==> src/rtl/stream_leaf_pkg.sv <==
// Shared constants and helpers for the stream_leaf FIFO slice.
package stream_leaf_pkg;

    localparam int DEF_DATA_W = 8;
    localparam int DEF_DEPTH  = 4;

    // Width needed to hold an occupancy of 0..depth inclusive.
    function automatic int cnt_w(input int depth);
        return $clog2(depth + 1);
    endfunction

endpackage

==> src/rtl/stream_leaf_ptr.sv <==
// Wrap-around FIFO pointer with enable and synchronous clear (clear wins).
module stream_leaf_ptr #(
    parameter int PTR_W = 2
) (
    input  logic             clk,
    input  logic             rst,
    input  logic             clr,
    input  logic             inc,
    output logic [PTR_W-1:0] ptr
);

    always_ff @(posedge clk or posedge rst) begin
        if (rst)
            ptr <= '0;
        else if (clr)
            ptr <= '0;
        else if (inc)
            ptr <= ptr + PTR_W'(1);
    end

endmodule

==> src/rtl/stream_leaf_fifo.sv <==
// Leaf first-word-fall-through FIFO with occupancy count and threshold flags.
module stream_leaf_fifo
    import stream_leaf_pkg::*;
#(
    parameter  int DATA_W = DEF_DATA_W,
    parameter  int DEPTH  = DEF_DEPTH,
    parameter  int AF_TH  = 3,
    localparam int CNT_W  = cnt_w(DEPTH)
) (
    input  logic              clk,
    input  logic              rst,
    input  logic              flush,
    input  logic              in_valid,
    output logic              in_ready,
    input  logic [DATA_W-1:0] in_data,
    output logic              out_valid,
    input  logic              out_ready,
    output logic [DATA_W-1:0] out_data,
    output logic [CNT_W-1:0]  count,
    output logic              almost_full,
    output logic              full,
    output logic              empty
);

    localparam int PTR_W = $clog2(DEPTH);

    logic [DEPTH-1:0][DATA_W-1:0] mem;
    logic [PTR_W-1:0]             wr_ptr;
    logic [PTR_W-1:0]             rd_ptr;
    logic                         push;
    logic                         pop;

    assign full        = (count == CNT_W'(DEPTH));
    assign empty       = (count == '0);
    assign almost_full = (count >= CNT_W'(AF_TH));
    assign in_ready    = !full && !rst;
    assign out_valid   = !empty;
    assign out_data    = mem[rd_ptr];

    assign push = in_valid && in_ready;
    assign pop  = out_valid && out_ready;

    stream_leaf_ptr #(.PTR_W(PTR_W)) u_wr_ptr (
        .clk (clk),
        .rst (rst),
        .clr (flush),
        .inc (push),
        .ptr (wr_ptr)
    );

    stream_leaf_ptr #(.PTR_W(PTR_W)) u_rd_ptr (
        .clk (clk),
        .rst (rst),
        .clr (flush),
        .inc (pop),
        .ptr (rd_ptr)
    );

    // Storage survives a flush; out_data is meaningless while empty anyway.
    always_ff @(posedge clk or posedge rst) begin
        if (rst)
            mem <= '0;
        else if (push && !flush)
            mem[wr_ptr] <= in_data;
    end

    always_ff @(posedge clk or posedge rst) begin
        if (rst) begin
            count <= '0;
        end else if (flush) begin
            count <= '0;
        end else begin
            case ({push, pop})
                2'b10:   count <= count + CNT_W'(1);
                2'b01:   count <= count - CNT_W'(1);
                default: count <= count;
            endcase
        end
    end

`ifndef SYNTHESIS
    logic              hold_q;
    logic [DATA_W-1:0] hold_data;

    always_ff @(posedge clk or posedge rst) begin
        if (rst) begin
            hold_q    <= 1'b0;
            hold_data <= '0;
        end else begin
            hold_q    <= in_valid && !in_ready;
            hold_data <= in_data;
        end
    end

    always @(posedge clk) begin
        if (!rst) begin
            assert (count <= CNT_W'(DEPTH));
            assert (!(push && full));
            assert (!(pop && empty));
            if (hold_q && in_valid)
                assert (in_data == hold_data);
        end
    end
`endif

endmodule

==> config.mk <==
export PLATFORM = sky130hd
export DESIGN_NAME = stream_leaf_fifo
export DESIGN_NICKNAME = d
export VERILOG_FILES = /design/src/rtl/stream_leaf_pkg.sv /design/src/rtl/stream_leaf_ptr.sv /design/src/rtl/stream_leaf_fifo.sv
export SDC_FILE = /design/constraint.sdc
export NUM_CORES = 1
export LEC_CHECK = 0
export ABC_AREA = 1
export BUFFER_PORTS_ARGS = -buffer_cell sky130_fd_sc_hd__buf_2
export CORE_ASPECT_RATIO = 0.6
export CORE_MARGIN = 5
export CORE_UTILIZATION = 40
export CTS_CLUSTER_SIZE = 10
export DETAILED_ROUTE_END_ITERATION = 10
export GPL_TIMING_DRIVEN = 0
export PLACE_DENSITY = 0.56
export SYNTH_ARGS = -nofsm -noshare
export SYNTH_HDL_FRONTEND = slang
export SYNTH_SLANG_ARGS = --single-unit
==> constraint.sdc <==
create_clock -name clk -period 2.7 [get_ports clk]
set_clock_uncertainty 0.2 [all_clocks]
set_input_delay 0.405 -clock clk [delete_from_list [all_inputs] [get_ports clk]]
set_output_delay 0.405 -clock clk [all_outputs]
set_load 0.05 [all_outputs]
==> Word-level counts from Yosys, hierarchy flattened <==
Cells that the tools add are included.
{ "op_classes": {"add_sub_neg": 4, "magnitude_cmp": 4, "eq_ne": 3, "muxes": 11, "reduce_logical": 13} }
{ "op_table": {"columns": ["op", "count"], "rows": [
  ["$bwmux W32", 1],
  ["$bmux W8 S2", 1],
  ["$demux W8 S2", 1],
  ["$mux W8", 2],
  ["$mux W2", 4],
  ["$lt A2 B3 Y1 const B", 2],
  ["$pmux W3 S2", 1],
  ["$logic_and A1 B1 Y1", 5],
  ["$add A2 B1 Y2 const B", 2],
  ["$logic_not A1 Y1", 4],
  ["$reduce_bool A2 Y1", 2],
  ["$add A3 B1 Y3 const B", 1],
  ["$eq A3 B3 Y1 const B", 1],
  ["$ge A3 B2 Y1 const B", 1],
  ["$logic_not A3 Y1", 1],
  ["$mux W3", 1],
  ["$reduce_bool A3 Y1", 1],
  ["$sub A3 B1 Y3 const B", 1],
  ["$eq A2 B1 Y1 const B", 1],
  ["$eq A2 B2 Y1 const B", 1],
  ["$ge A2 B1 Y1 const B", 1]
]} }
{ "totals": {"regBits": 39, "in_bits": 13, "output_inout_bits": 16, "wordCells": 42} }

==> Depth between registers and ports, before layout <==
{ "depth": {"depth_word": 7, "depth_mapped": 13, "mapped_depth_nobuf": 13} }

==> Cells and area by module <==
From an unflattened synthesis, not the netlist that was laid out.
{ "hier_totals": {"hier_cells": 251, "hier_area_um2": 1980.6} }
{ "by_module_without_submodules": {"columns": ["mod", "n_inst", "cells_each", "area_each_um2", "seq_area_each_um2"], "rows": [
  ["stream_leaf_fifo", 1, 227, 1800.5, 875.8],
  ["stream_leaf_ptr", 2, 12, 90.1, 50.0]
]} }

==> Worst setup path after synthesis <==
No wires, ideal clock.
{ "synth_timing": {"kind": "input -> register", "startpoint": "input port rst", "endpoint": "register count[2]", "setup_ns": 0.119, "arrival_time_ns": 2.532, "required_ns": 2.381, "slack_ns": -0.151, "cell_stages": 12, "path_buffers": 0, "path_cell_list": "inv_1 -> nand3_4 -> nand2_1 -> inv_1 -> fa_1 -> inv_1 -> nand2_1 -> nand2_1 -> nand3b_1 -> nand2_1 -> nand2_1 -> nand2_1"} }
{ "synth_via": {"elab_chain_len": 6, "word_cells_on_any_way": 8, "cone_classes": "2 x eq/ne; 2 x mux; 4 x reduce/logical"} }
{ "synth_lines": {"columns": ["element", "line_no", "source"], "rows": [
  ["start: declaration", "stream_leaf_fifo.sv:11", "input logic rst,"],
  ["$logic_not A1 Y1 (no line) *", null, null],
  ["$logic_and A1 B1 Y1 *", "stream_leaf_fifo.sv:36", "assign in_ready = !full && !rst;"],
  ["$logic_and A1 B1 Y1 *", "stream_leaf_fifo.sv:40", "assign push = in_valid && in_ready;"],
  ["$eq A2 B1 Y1 / $eq A2 B2 Y1 (equally long branches)", "stream_leaf_fifo.sv:73", "case ({push, pop})"],
  ["$pmux W3 S2", "stream_leaf_fifo.sv:73", null],
  ["$mux W3", "stream_leaf_fifo.sv:70", "end else if (flush) begin"],
  ["end signal: assignment", "stream_leaf_fifo.sv:74", "2'b10: count <= count + CNT_W'(1);"],
  ["end signal: assignment", "stream_leaf_fifo.sv:75", "2'b01: count <= count - CNT_W'(1);"],
  ["end signal: assignment", "stream_leaf_fifo.sv:76", "default: count <= count;"],
  ["end: declaration", "stream_leaf_fifo.sv:19", "output logic [CNT_W-1:0] count,"]
]} }
Mark *: on every way between the ends. The rest lies on a longest branch, timed or not.
A chain may end at the register's enable or synchronous reset.

==> Final worst setup path <==
{ "layout_timing": {"startpoint": "register u_rd_ptr.ptr[0]", "endpoint": "output port out_data[1]"} }
{ "layout_via": {"elab_chain_len": 2} }
{ "layout_lines": {"columns": ["element", "line_no", "source"], "rows": [
  ["start: declaration", "stream_leaf_ptr.sv:9", "output logic [PTR_W-1:0] ptr"],
  ["start signal: assignment", "stream_leaf_ptr.sv:18", "ptr <= ptr + PTR_W'(1);"],
  ["$bmux W8 S2", "stream_leaf_fifo.sv:38", "assign out_data = mem[rd_ptr];"],
  ["$mux W8 (not written as such)", "stream_leaf_fifo.sv:38", null],
  ["end: declaration", "stream_leaf_fifo.sv:18", "output logic [DATA_W-1:0] out_data,"]
]} }
No other way between the ends. The select of a mux whose other input is x is not followed.

==> impl_metrics.yaml <==
outcome:
  status: "finished with violations"
  violations: "negative hold slack"
critical_path:
  critical_path.top_delay_family: "buffers and inverters"
  critPathMaxFanout: 10
  cp-end-kind: "output port"
  cp-start-kind: "register"
  worstPathArrival_ps: 1910
  worst-path-buf-inv: 4
  reg2reg_depth: 12
  path_cells: "clkbuf_1, inv_2, buf_2, nor2_1, o22ai_1, buf_2"
  crit_path_top_delay_cell: "dfrtp_1"
  cp_common_cell: "buf_2"
  worst-endpoint-required_ps: 2100
  worst-setup-path-type: "register to output port"
  max_stage_delay_ps: 360
  path_depth: 6
run:
  drv_cap: 0
synth:
  yosysWarnings: 0
  synthesis.area_um2: 1940
  ys_seq_area_frac: 0.503
  post_synth.cell_area_avg_um2: 8.83
  synth_seq_cells: 39
  syn_inst: 220
  syn_nets: 238
  synthDistinctLibCells: 24
power_and_ir_drop:
  pwr-share-comb: 0.475
  clkPwrFrac: 0.179
  p_seq_frac: 0.346
  p_per_area_nw_per_um2: 1070
  power.internal_mw: 1.27
  ir_drop_mv: 0.547
  p_total_mw: 2.43
  power.leakage_nw: 1.19
  switching_share: 0.477
  p_switching_mw: 1.16
global_route:
  grt_pass1_wl_um: 7850
  track_usage: 0.160
  grt_max_degree: 41
  grt_overflow: 0
  antenna_found_initial: 0
  grt_pass1_vias: 1454
final_layout:
  fin_util: 0.490
  syn_to_final_growth_pct: 16.9
  fill_cells: 479
  final_nets: 274
  drive_gt1_frac: 0.233
  num_antenna_cells: 0
  finalNonFillerCells: 320
  finalInstanceArea_um2: 2270
timing:
  finalSetupViolations: 0
  drv_slew: 0
  max_slew_margin: 0.365
  whs_ps: -25.3
  rsz0062_at_grt: "no"
  post-route-period-util: 0.930
  fmax_mhz: 398
  tightestPinTransition_ps: 947
  hold_violations: 19
  period_needed_ps: 2510
floorplanning:
  num_rows: 19
  die_x_um: 100
  die_y_um: 64.0
  io-pin-count: 29
  initial_core_util: 0.419
  dieArea_um2: 6390
  core_area_um2: 4640
clock_tree:
  clock_path_buffers: 2
  clock_tree.root_cell: "clkbuf_8"
  clkSinkCount: 39
  htreeDepth: 2
  cts_buffers: 5
  clk_pin_slew_worst_paths_ps: 80
  postCtsHoldBufs: 0
  clk_latency_ps: 290
  cts_tree: "built"
drt:
  wirelength_um: 4880
  drt_iter0_markers: 98
  drc: 0
  drtAntennaViolNets: 0
  wl_per_cell_um: 15.3
  drtPass1Iterations: 4
  avgViaCountPerCell: 4.84
  vias: 1550
place:
  dp_hpwl_um: 3330
  io_buffer_count: 28
  dp.cells: 311
  gp_congestion: 0.770
  place_area_um2: 2160
worst_hold_path:
  hold_path.class: "input pin to asynchronous set/reset pin"
[cells in the mapped netlist]
cell type,n,area (um2)
clkbuf_1,2,7.51
nand2_2,1,6.26
buf_2,1,5.00
a21oi_1,2,10.0
inv_1,20,75.1
nor2_1,19,71.3
ha_1,4,50.1
o22ai_1,8,50.1
fa_1,1,20.0
nand3_4,1,17.5
nor2_8,1,20.0
o21ai_0,18,90.1
nand2_1,53,199
buf_6,4,45.0
a21boi_0,1,7.51
nand2_4,4,45.0
nor3b_1,1,7.51
nand4_1,4,25.0
nor2_2,1,6.26
dfrtp_1,39,976
nand3b_1,1,7.51
nand3_1,2,10.0
o21ai_2,8,70.1
o21ai_1,24,120
[kinds of logic after synthesis]
| group | share of synthesized area |
|---|---|
| and+or+nand+nor | 0.214 |
| AOI/OAI and AO/OA | 0.179 |
| DFF | 0.503 |
| buffers and inverters | 0.0683 |
| adders and majority gates | 0.0361 |
[flip-flops by register name, indices dropped and copies added, names as in the netlist]
name and count:
u_rd_ptr.ptr 2, count 3, u_wr_ptr.ptr 2, mem 32
[power groups by stage]
stage	clock, mW	sequential [mW]	combinational, mW
floorplan	0	0.884	0.855
global placement	0	0.848	1.15
detailed placement	0	0.849	1.16
CTS	0.448	0.839	1.16
global route	0.476	0.863	1.27
finish	0.435	0.841	1.16
[final cells by class]
| cell class | count | area (um2) | share of cell area |
|---|---|---|---|
| plain buffers | 7 | 58.8 | 0.0259 |
| inverters | 20 | 78.8 | 0.0347 |
| clock buffers | 8 | 100 | 0.0441 |
| flip-flops and latches | 39 | 976 | 0.430 |
| multi-input cells | 154 | 833 | 0.367 |
| well taps | 63 | 78.8 | 0.0347 |
| repair buffers | 28 | 140 | 0.0617 |
| repair inverters | 1 | 5.00 | 0.00220 |
[timing repair]
| action | CTS | global route |
|---|---|---|
| setup buffers | 0 | 0 |
| setup endpoints to repair | 0 | 10 |
| resized for setup | 0 | 3 |
[final timing paths]
check                           startpoint           to  slack, ps
max in group asynchronous              rst      mem[17]       1730
max reg2reg                       count[0]     count[2]        400
min                                    rst      mem[31]        -30
max                        u_rd_ptr.ptr[0]  out_data[1]        190
min in group clk                in_data[2]      mem[10]        210
min reg2reg                        mem[19]      mem[19]        280
[layer usage]
metal  part of all wire  track usage  vias up
met4             0.0078       0.0409        0
met3              0.056       0.0435        4
met1               0.52        0.258      717
li1                   -            -      797
met2               0.42        0.203       32
met5                  0            0        -
[stage by stage]
step                TNS (ps)  setup WS, ps
floorplan                  0           204
global placement        -540          -286
detailed placement      -555          -280
CTS                        0          19.9
global route               0          27.0
finish                     0           188
[layout by cell type (no fill, tap or decap), types with 4 or more instances in the layout]
cell      count
o21ai_0      18
o22ai_1       8
buf_6         4
dfrtp_1      39
nand2_1      53
nand4_1       4
inv_1        18
clkbuf_8      7
nand2_4       4
nor2_1       19
o21ai_2       8
o21ai_1      24
ha_1          4
buf_2        29
[worst reg2reg max path: cells and delay by family (launching register included)]
family | cells | cell delay (ps)
fa+ha+maj | 1 | 400
compound gates | 1 | 180
flops | 1 | 450
buf+inv | 2 | 140
simple gates | 8 | 820
Note: power is estimated with default switching activity, not from simulation.
